$ cat config.mk
export PLATFORM = sky130hd
export DESIGN_NAME = logic_gate_pipe
export DESIGN_NICKNAME = d
export VERILOG_FILES = /design/src/rtl/logic_gate_pipe.sv
export SDC_FILE = /design/constraint.sdc
export NUM_CORES = 1
export LEC_CHECK = 0
export BUFFER_PORTS_ARGS = -buffer_cell sky130_fd_sc_hd__buf_4
export CORE_ASPECT_RATIO = 1.1
export CORE_UTILIZATION = 45
export DETAILED_ROUTE_END_ITERATION = 7
export GPL_TIMING_DRIVEN = 0
export MAX_ROUTING_LAYER = met4
export PLACE_DENSITY = 0.69
export SYNTH_ARGS = -nofsm -noshare
export SYNTH_HDL_FRONTEND = slang
export SYNTH_SLANG_ARGS = --single-unit
export TNS_END_PERCENT = 1
$ cat constraint.sdc
create_clock -name clk -period 2.88 [get_ports clk]
set_clock_uncertainty 0.15 [all_clocks]
set_input_delay 0.864 -clock clk [delete_from_list [all_inputs] [get_ports clk]]
set_output_delay 0.864 -clock clk [all_outputs]
set_load 0.01 [all_outputs]
$ cat src/rtl/logic_gate_pipe.sv
// logic_gate_pipe: registered bitwise gate (AND/OR/XOR/NAND) behind a
// valid/ready handshake. It also reports a per-bit change mask against the
// previously delivered result and keeps a saturating count of changed results.
module logic_gate_pipe #(
  parameter int WIDTH = 8,
  parameter int CNT_W = 16
) (
  input  logic             clk,
  input  logic             rst,
  input  logic             in_valid,
  output logic             in_ready,
  input  logic [WIDTH-1:0] a,
  input  logic [WIDTH-1:0] b,
  input  logic [1:0]       op,
  output logic             out_valid,
  input  logic             out_ready,
  output logic [WIDTH-1:0] c,
  output logic [WIDTH-1:0] chg_mask,
  output logic [CNT_W-1:0] chg_cnt,
  input  logic             clr_cnt
);

  localparam logic [1:0]       OP_AND  = 2'd0;
  localparam logic [1:0]       OP_OR   = 2'd1;
  localparam logic [1:0]       OP_XOR  = 2'd2;
  localparam logic [CNT_W-1:0] CNT_MAX = '1;
  localparam logic [CNT_W-1:0] CNT_ONE = CNT_W'(1);

  logic             accept;
  logic             consume;
  logic [WIDTH-1:0] f_val;
  logic [WIDTH-1:0] c_reg;
  logic [WIDTH-1:0] mask_reg;
  logic [WIDTH-1:0] mask_next;
  logic [WIDTH-1:0] prev_reg;
  logic             out_valid_reg;
  logic             out_valid_next;
  logic [CNT_W-1:0] cnt_reg;
  logic [CNT_W-1:0] cnt_next;

  // Single-entry output register: a slot is free when empty or being drained.
  assign in_ready = !out_valid_reg || out_ready;
  assign accept   = in_valid && in_ready;
  assign consume  = out_valid_reg && out_ready;

  // Per-bit gate; NAND is the fall-through encoding.
  for (genvar gi = 0; gi < WIDTH; gi++) begin : g_bit
    assign f_val[gi] = (op == OP_AND) ? (a[gi] & b[gi]) :
                       (op == OP_OR)  ? (a[gi] | b[gi]) :
                       (op == OP_XOR) ? (a[gi] ^ b[gi]) :
                                        ~(a[gi] & b[gi]);
  end

  assign mask_next = f_val ^ prev_reg;

  // Output-valid next state: a new beat keeps it set, a bare drain clears it.
  always_comb begin
    out_valid_next = out_valid_reg;
    if (accept) begin
      out_valid_next = 1'b1;
    end else if (consume) begin
      out_valid_next = 1'b0;
    end
  end

  // Change counter next state: clear has priority, otherwise saturating +1.
  always_comb begin
    cnt_next = cnt_reg;
    if (clr_cnt) begin
      cnt_next = '0;
    end else if (accept && (mask_next != '0) && (cnt_reg != CNT_MAX)) begin
      cnt_next = cnt_reg + CNT_ONE;
    end
  end

  // State registers; reset drops any pending beat immediately.
  always_ff @(posedge clk or posedge rst) begin
    if (rst) begin
      out_valid_reg <= 1'b0;
      c_reg         <= '0;
      mask_reg      <= '0;
      prev_reg      <= '0;
      cnt_reg       <= '0;
    end else begin
      out_valid_reg <= out_valid_next;
      cnt_reg       <= cnt_next;
      if (accept) begin
        c_reg    <= f_val;
        mask_reg <= mask_next;
        prev_reg <= f_val;
      end
    end
  end

  assign out_valid = out_valid_reg;
  assign c         = c_reg;
  assign chg_mask  = mask_reg;
  assign chg_cnt   = cnt_reg;

endmodule

==> results.sh, run 1 <==
export IMPL_synth_top_family_by_area="simple AND/OR/NAND/NOR gates"
export IMPL_hold_slack_ps=334
export IMPL_synthArstFlopShare=1.00
export IMPL_grt_max_degree=34
export IMPL_grt_ovfl_total=0
export IMPL_peakVddDrop_mv=0.202
export IMPL_rr_startpoint="chg_cnt[6]"
export IMPL_postPlaceCellArea_um2=2810
export IMPL_seq_area_frac_synth=0.357
export IMPL_die_w_um=70.3
export IMPL_cts_tree="yes"
export IMPL_yosysTopAreaCell="dfrtp_1"
export IMPL_cellPowerDensity_nw_per_um2=415
export IMPL_run_status="finished with violations"
export IMPL_synth_area_leaders="dfrtp_1 (36%), ha_1 (9.2%), nand2_1 (4.9%)"
export IMPL_violations="negative setup slack"
export IMPL_synth_top_area_frac=0.357
export IMPL_critical_path_class="input pin to flop"
export IMPL_place_congestion=0.815
export IMPL_io_buffers=56
export IMPL_syn_nets=309
export IMPL_critPathLaunch="b[1]"
export IMPL_cp_end_kind="flop"
export IMPL_io_pins=57
export IMPL_grt_pass1_wl_um=8630
export IMPL_clk_latency_ps=280
export IMPL_die_h_um=77.2
export IMPL_drive_gt1_frac=0.295
export IMPL_cap_viol_max_count=0
export IMPL_synth_edf_count=0
export IMPL_antenna_found_initial=0
export IMPL_synth_most_common_cell="dfrtp_1"
export IMPL_clk_pin_slew_ps=70
export IMPL_h_tree_depth=2
export IMPL_power_leakage_uw=0.00142
export IMPL_core_area_um2=4970
export IMPL_final_area_um2=3060
export IMPL_fin_nets=376
export IMPL_largest_reg_flops=16
export IMPL_rsz0062_at_grt="yes"
export IMPL_drc_errors=0
export IMPL_crit_chain="buf_6, inv_4, ha_4, o211a_1, or3_4, a222oi_1, and4_1, buf_6, buf_8, nor2_4, mux2_4"
export IMPL_drt_iter0_drc=133
export IMPL_vias=2182
export IMPL_cp_max_fo=6
export IMPL_start_util=0.465
export IMPL_rows=27
export IMPL_synth_cells=269
export IMPL_clock_path_buffers=2
export IMPL_final_period_utilization=1.07
export IMPL_ys_ff_latch=33
export IMPL_hold_start="chg_mask[6]"
export IMPL_synthMuxAreaShare=0.0433
export IMPL_cp_arrival_ps=3110
export IMPL_cts_num_sinks=33
export IMPL_via_per_inst=5.54
export IMPL_cp_required_ps=2900
export IMPL_setup_slack_ps=-207
export IMPL_hold_viol=0
export IMPL_drtAntennaViolNets=0
export IMPL_synthSimpleGateAreaFrac=0.237
export IMPL_critPathLaunchType="input pin"
export IMPL_syn_avg_cell_area_um2=8.59
export IMPL_holdPathEnd="chg_mask[6]"
export IMPL_area_growth_pct=32.3
export IMPL_synth_compound_area_frac=0.185
export IMPL_r2r_cells=9
export IMPL_clock_fmax_mhz=324
export IMPL_grt_pass1_vias=1998
export IMPL_finalWirelength_um=5450
export IMPL_place_detailed_hpwl_um=3900
export IMPL_synthAdderAreaFrac=0.0920
export IMPL_ctsHoldBuffers=0
export IMPL_cp_slowest_stage_delay_ps=400
export IMPL_synth_xor_area_frac=0.00758
export IMPL_setup_viol_count_final=16
export IMPL_drt_first_pass_iters=4
export IMPL_grtUsageTotal=0.201
export IMPL_root_buffer="clkbuf_8"
export IMPL_syn_area_um2=2310
export IMPL_crit_path_top_delay_cell="or3_4"
export IMPL_crit_top_cell="buf_6"
export IMPL_avgRoutedWirePerCell_um=13.8
export IMPL_tightest_slew_ps=702
export IMPL_r2r_slack_ps=60
export IMPL_maxSlewHeadroom=0.531
export IMPL_numCtsBuffers=5
export IMPL_synth_cell_types=38
export IMPL_ys_flop_type="dfrtp_1"
export IMPL_die_area_um2=5430
export IMPL_period_minus_slack_ps=3090
export IMPL_synth_warnings=0
export IMPL_hold_path_class="flop to flop"
export IMPL_regToRegEndpoint="chg_cnt[12]"
export IMPL_n_antenna_cell=0
export IMPL_min_path_cells=2
export IMPL_drv_slew=0
export IMPL_synth_top_cells_by_count="dfrtp_1 (33), nand2_1 (30), inv_1 (22)"
[critical path, delay by kind of cell]
family	cells	cell delay [ps]
multiplexers	1	290
AND/OR/NAND/NOR	3	710
adder cells (fa/ha/maj)	1	190
buffers and inverters	4	420
AO/OA/AOI/OAI	2	640
[power breakdown]
part | switching [µW] | total (µW) | internal, µW
clock network | 165 | 354 | 190
logic | 177 | 359 | 182
registers | 40.2 | 554 | 514
[cell usage in the layout (no fill, tap or decap), types with 9 or more instances in the layout]
cell / n
inv_1: 19
ha_1: 16
a21oi_1: 14
o31ai_1: 9
dfrtp_1: 33
buf_4: 58
nor2_1: 17
nand2b_1: 10
or4_1: 10
o21ai_0: 16
nand2_1: 30
[kinds of logic after synthesis]
logic type,count (synthesis)
DFF,33
adders and majority gates,17
buffers and inverters,39
AOI/OAI and AO/OA,64
xor gates and xnor gates,2
muxes,9
and+or+nand+nor,105
[per-stage QoR]
stage               utilization  instances  setup WS, ps  total power [µW]  setup TNS (ps)
finish                    0.616        394          -207              1270           -2510
global route              0.616        394          -296              1340           -4020
CTS                       0.586        390          -221              1270           -2140
detailed placement        0.566        383          -479               909           -6980
global placement          0.566        383          -477               901           -6800
floorplan                     -        269          -132               751           -1520
[layout make-up]
type / count / area [µm²]
tap: 58 / 72.6
clock buffer: 7 / 86.3
multi-input combinational: 197 / 1380
sequential: 33 / 826
inverter: 22 / 87.6
buffer: 17 / 113
timing repair buffer: 60 / 493
fill: 428 / 1910
[how the worst max path moves through the flow]
stage             endpoint  depth (start not counted)
6_report        chg_cnt[0]                         11
3_3_place_gp    chg_cnt[6]                         12
2_1_floorplan   chg_cnt[0]                         10
4_1_cts        chg_cnt[12]                         12
3_5_place_dp   chg_cnt[12]                         12
5_1_grt         chg_cnt[0]                         11
[repair_timing]
action	in CTS	in global routing
pin swaps	6	7
cloned	0	2
buffers inserted	0	2
resized for setup	3	21
setup endpoints to repair	15	16
[per-layer routing]
| layer | up-vias | global-route usage | wire length [µm] | share of wire |
|---|---|---|---|---|
| li1 | 1085 | - | - | - |
| met1 | 1029 | 0.219 | 2270 | 0.42 |
| met2 | 60 | 0.357 | 2880 | 0.53 |
| met3 | 8 | 0.0447 | 221 | 0.041 |
| met4 | 0 | 0.0700 | 85 | 0.016 |
| met5 | - | - | 0 | 0 |
Power figures use the tool's default switching activity.
==> run 2, diff against run 1 <==
==> constraint.sdc (replaced) <==
create_clock -name clk -period 2.88 [get_ports clk]
set_clock_uncertainty 0.15 [all_clocks]
set_input_delay 0.288 -clock clk [delete_from_list [all_inputs] [get_ports clk]]
set_output_delay 0.288 -clock clk [all_outputs]
set_load 0.01 [all_outputs]
==> run 2 against run 1 <==
Effect of this change:
- the run now ends clean
- die area unchanged
- via count fell by 2.3%
- critical endpoint is now chg_cnt[9]
- largest power group unchanged
- maximum frequency is 17% higher
- clock power is 11% higher
==> results.sh, run 2 (synthesis gave the netlist of run 1 again) <==
export IMPL_setup_tns_final_ps=0
export IMPL_period_minus_slack_ps=2640
export IMPL_via_per_inst=5.42
export IMPL_setup_viol_count_final=0
export IMPL_mostFrequentLayoutCells="buf_4 (58), dfrtp_1 (33), nand2_1 (30), inv_1 (21), nor2_1 (18)"
export IMPL_r2r_slack_ps=260
export IMPL_drive_gt1_frac=0.248
export IMPL_hold_start="in_valid"
export IMPL_cellPowerDensity_nw_per_um2=439
export IMPL_grt_pass1_vias=2008
export IMPL_io_buffers=56
export IMPL_n_antenna_cell=0
export IMPL_clk_latency_ps=290
export IMPL_numCtsBuffers=5
export IMPL_core_area_um2=4970
export IMPL_holdPathEnd="out_valid"
export IMPL_start_util=0.465
export IMPL_grt_ovfl_total=0
export IMPL_place_congestion=0.824
export IMPL_critical_path_class="input pin to flop"
export IMPL_grt_max_degree=34
export IMPL_fin_nets=374
export IMPL_io_pins=57
export IMPL_hold_path_class="input pin to flop"
export IMPL_final_period_utilization=0.917
export IMPL_crit_top_cell="buf_6"
export IMPL_drc_errors=0
export IMPL_run_status="completed"
export IMPL_tightest_slew_ps=481
export IMPL_maxSlewHeadroom=0.680
export IMPL_largest_reg_flops=16
export IMPL_finalPower_uw=1290
export IMPL_rsz0062_at_grt="no"
export IMPL_cts_num_sinks=33
export IMPL_crit_path_top_delay_cell="a222oi_1"
export IMPL_finalWirelength_um=5040
export IMPL_cp_end_kind="flop"
export IMPL_regToRegEndpoint="chg_cnt[9]"
export IMPL_die_area_um2=5430
export IMPL_peakVddDrop_mv=0.170
export IMPL_cp_max_fo=10
export IMPL_clk_pin_slew_ps=70
export IMPL_cts_setup_buffers=0
export IMPL_setup_slack_ps=239
export IMPL_antenna_found_initial=0
export IMPL_cap_viol_max_count=0
export IMPL_grt_pass1_wl_um=8590
export IMPL_crit_chain="buf_4, inv_1, ha_1, o211a_1, or3_1, a222oi_1, and4_1, buf_6, buf_6, buf_2, o31ai_1, a21oi_1"
export IMPL_critPathLaunchType="input pin"
export IMPL_rows=27
export IMPL_final_common_cell="buf_4"
export IMPL_clock_path_buffers=2
export IMPL_cts_tree="yes"
export IMPL_vias=2131
export IMPL_place_detailed_hpwl_um=3810
export IMPL_drt_first_pass_iters=4
export IMPL_die_h_um=77.2
export IMPL_hold_slack_ps=46.8
export IMPL_area_growth_pct=27.1
export IMPL_hold_viol=0
export IMPL_fillers=467
export IMPL_drtAntennaViolNets=0
export IMPL_r2r_cells=9
export IMPL_drv_slew=0
export IMPL_h_tree_depth=2
export IMPL_die_w_um=70.3
export IMPL_root_buffer="clkbuf_8"
export IMPL_power_leakage_uw=0.00139
export IMPL_rr_startpoint="chg_cnt[6]"
export IMPL_cp_arrival_ps=2700
export IMPL_avgRoutedWirePerCell_um=12.8
export IMPL_cp_slowest_stage_delay_ps=420
export IMPL_clock_fmax_mhz=379
export IMPL_post_place_ws_ps=-48.5
export IMPL_cp_required_ps=2940
export IMPL_min_path_cells=2
export IMPL_drt_iter0_drc=136
export IMPL_grtUsageTotal=0.200
-- run 2: stage by stage --
step                cell area, µm²  utilization  instances
floorplan                     2310            -        269
global placement              2800        0.565        383
detailed placement            2800        0.565        383
CTS                           2910        0.585        391
global route                  2940        0.591        393
finish                        2940        0.591        393
-- run 2: worst max path at each step --
stage	startpoint	endpoint	slack [ps]	cells after the start
after global placement	a[1]	chg_cnt[13]	-3	12
after floorplan	a[1]	chg_cnt[10]	410	11
after global routing	chg_cnt[6]	chg_cnt[15]	60	9
after CTS	chg_cnt[6]	chg_cnt[9]	160	9
final	a[1]	chg_cnt[9]	240	12
after detailed placement	a[1]	chg_cnt[9]	-50	12
-- run 2: final cells by class --
type	instances	area, µm²	area share
clock buffer	7	96.3	0.0328
multi-input combinational	197	1310	0.444
timing repair buffer	58	450	0.153
clock inverter	1	5.00	0.00170
tap	58	72.6	0.0247
buffer	17	98.8	0.0337
inverter	22	82.6	0.0281
sequential	33	826	0.281
-- run 2: power breakdown --
group / internal [µW] / switching [µW] / total (µW)
Clock: 216 / 178 / 394
Sequential: 514 / 39.4 / 554
Combinational: 175 / 168 / 343
Total: 905 / 386 / 1290
-- run 2: critical path, delay by kind of cell --
kind	cells	cell delay [ps]
and+or+nand+nor	2	590
AOI/OAI and AO/OA	4	940
adders and majority gates	1	280
buffers and inverters	5	610
-- run 2: what timing repair did --
item	CTS	global route
hold buffers	0	1
endpoints found under the hold margin	0	7
resized for setup	0	2
endpoints found under the setup margin	0	10
-- run 2: per-layer routing --
metal	track usage	vias to the layer above	part of all wire
li1	-	1091	-
met1	0.214	980	0.44
met2	0.363	54	0.50
met3	0.0447	6	0.048
met4	0.0620	0	0.011
met5	-	-	0
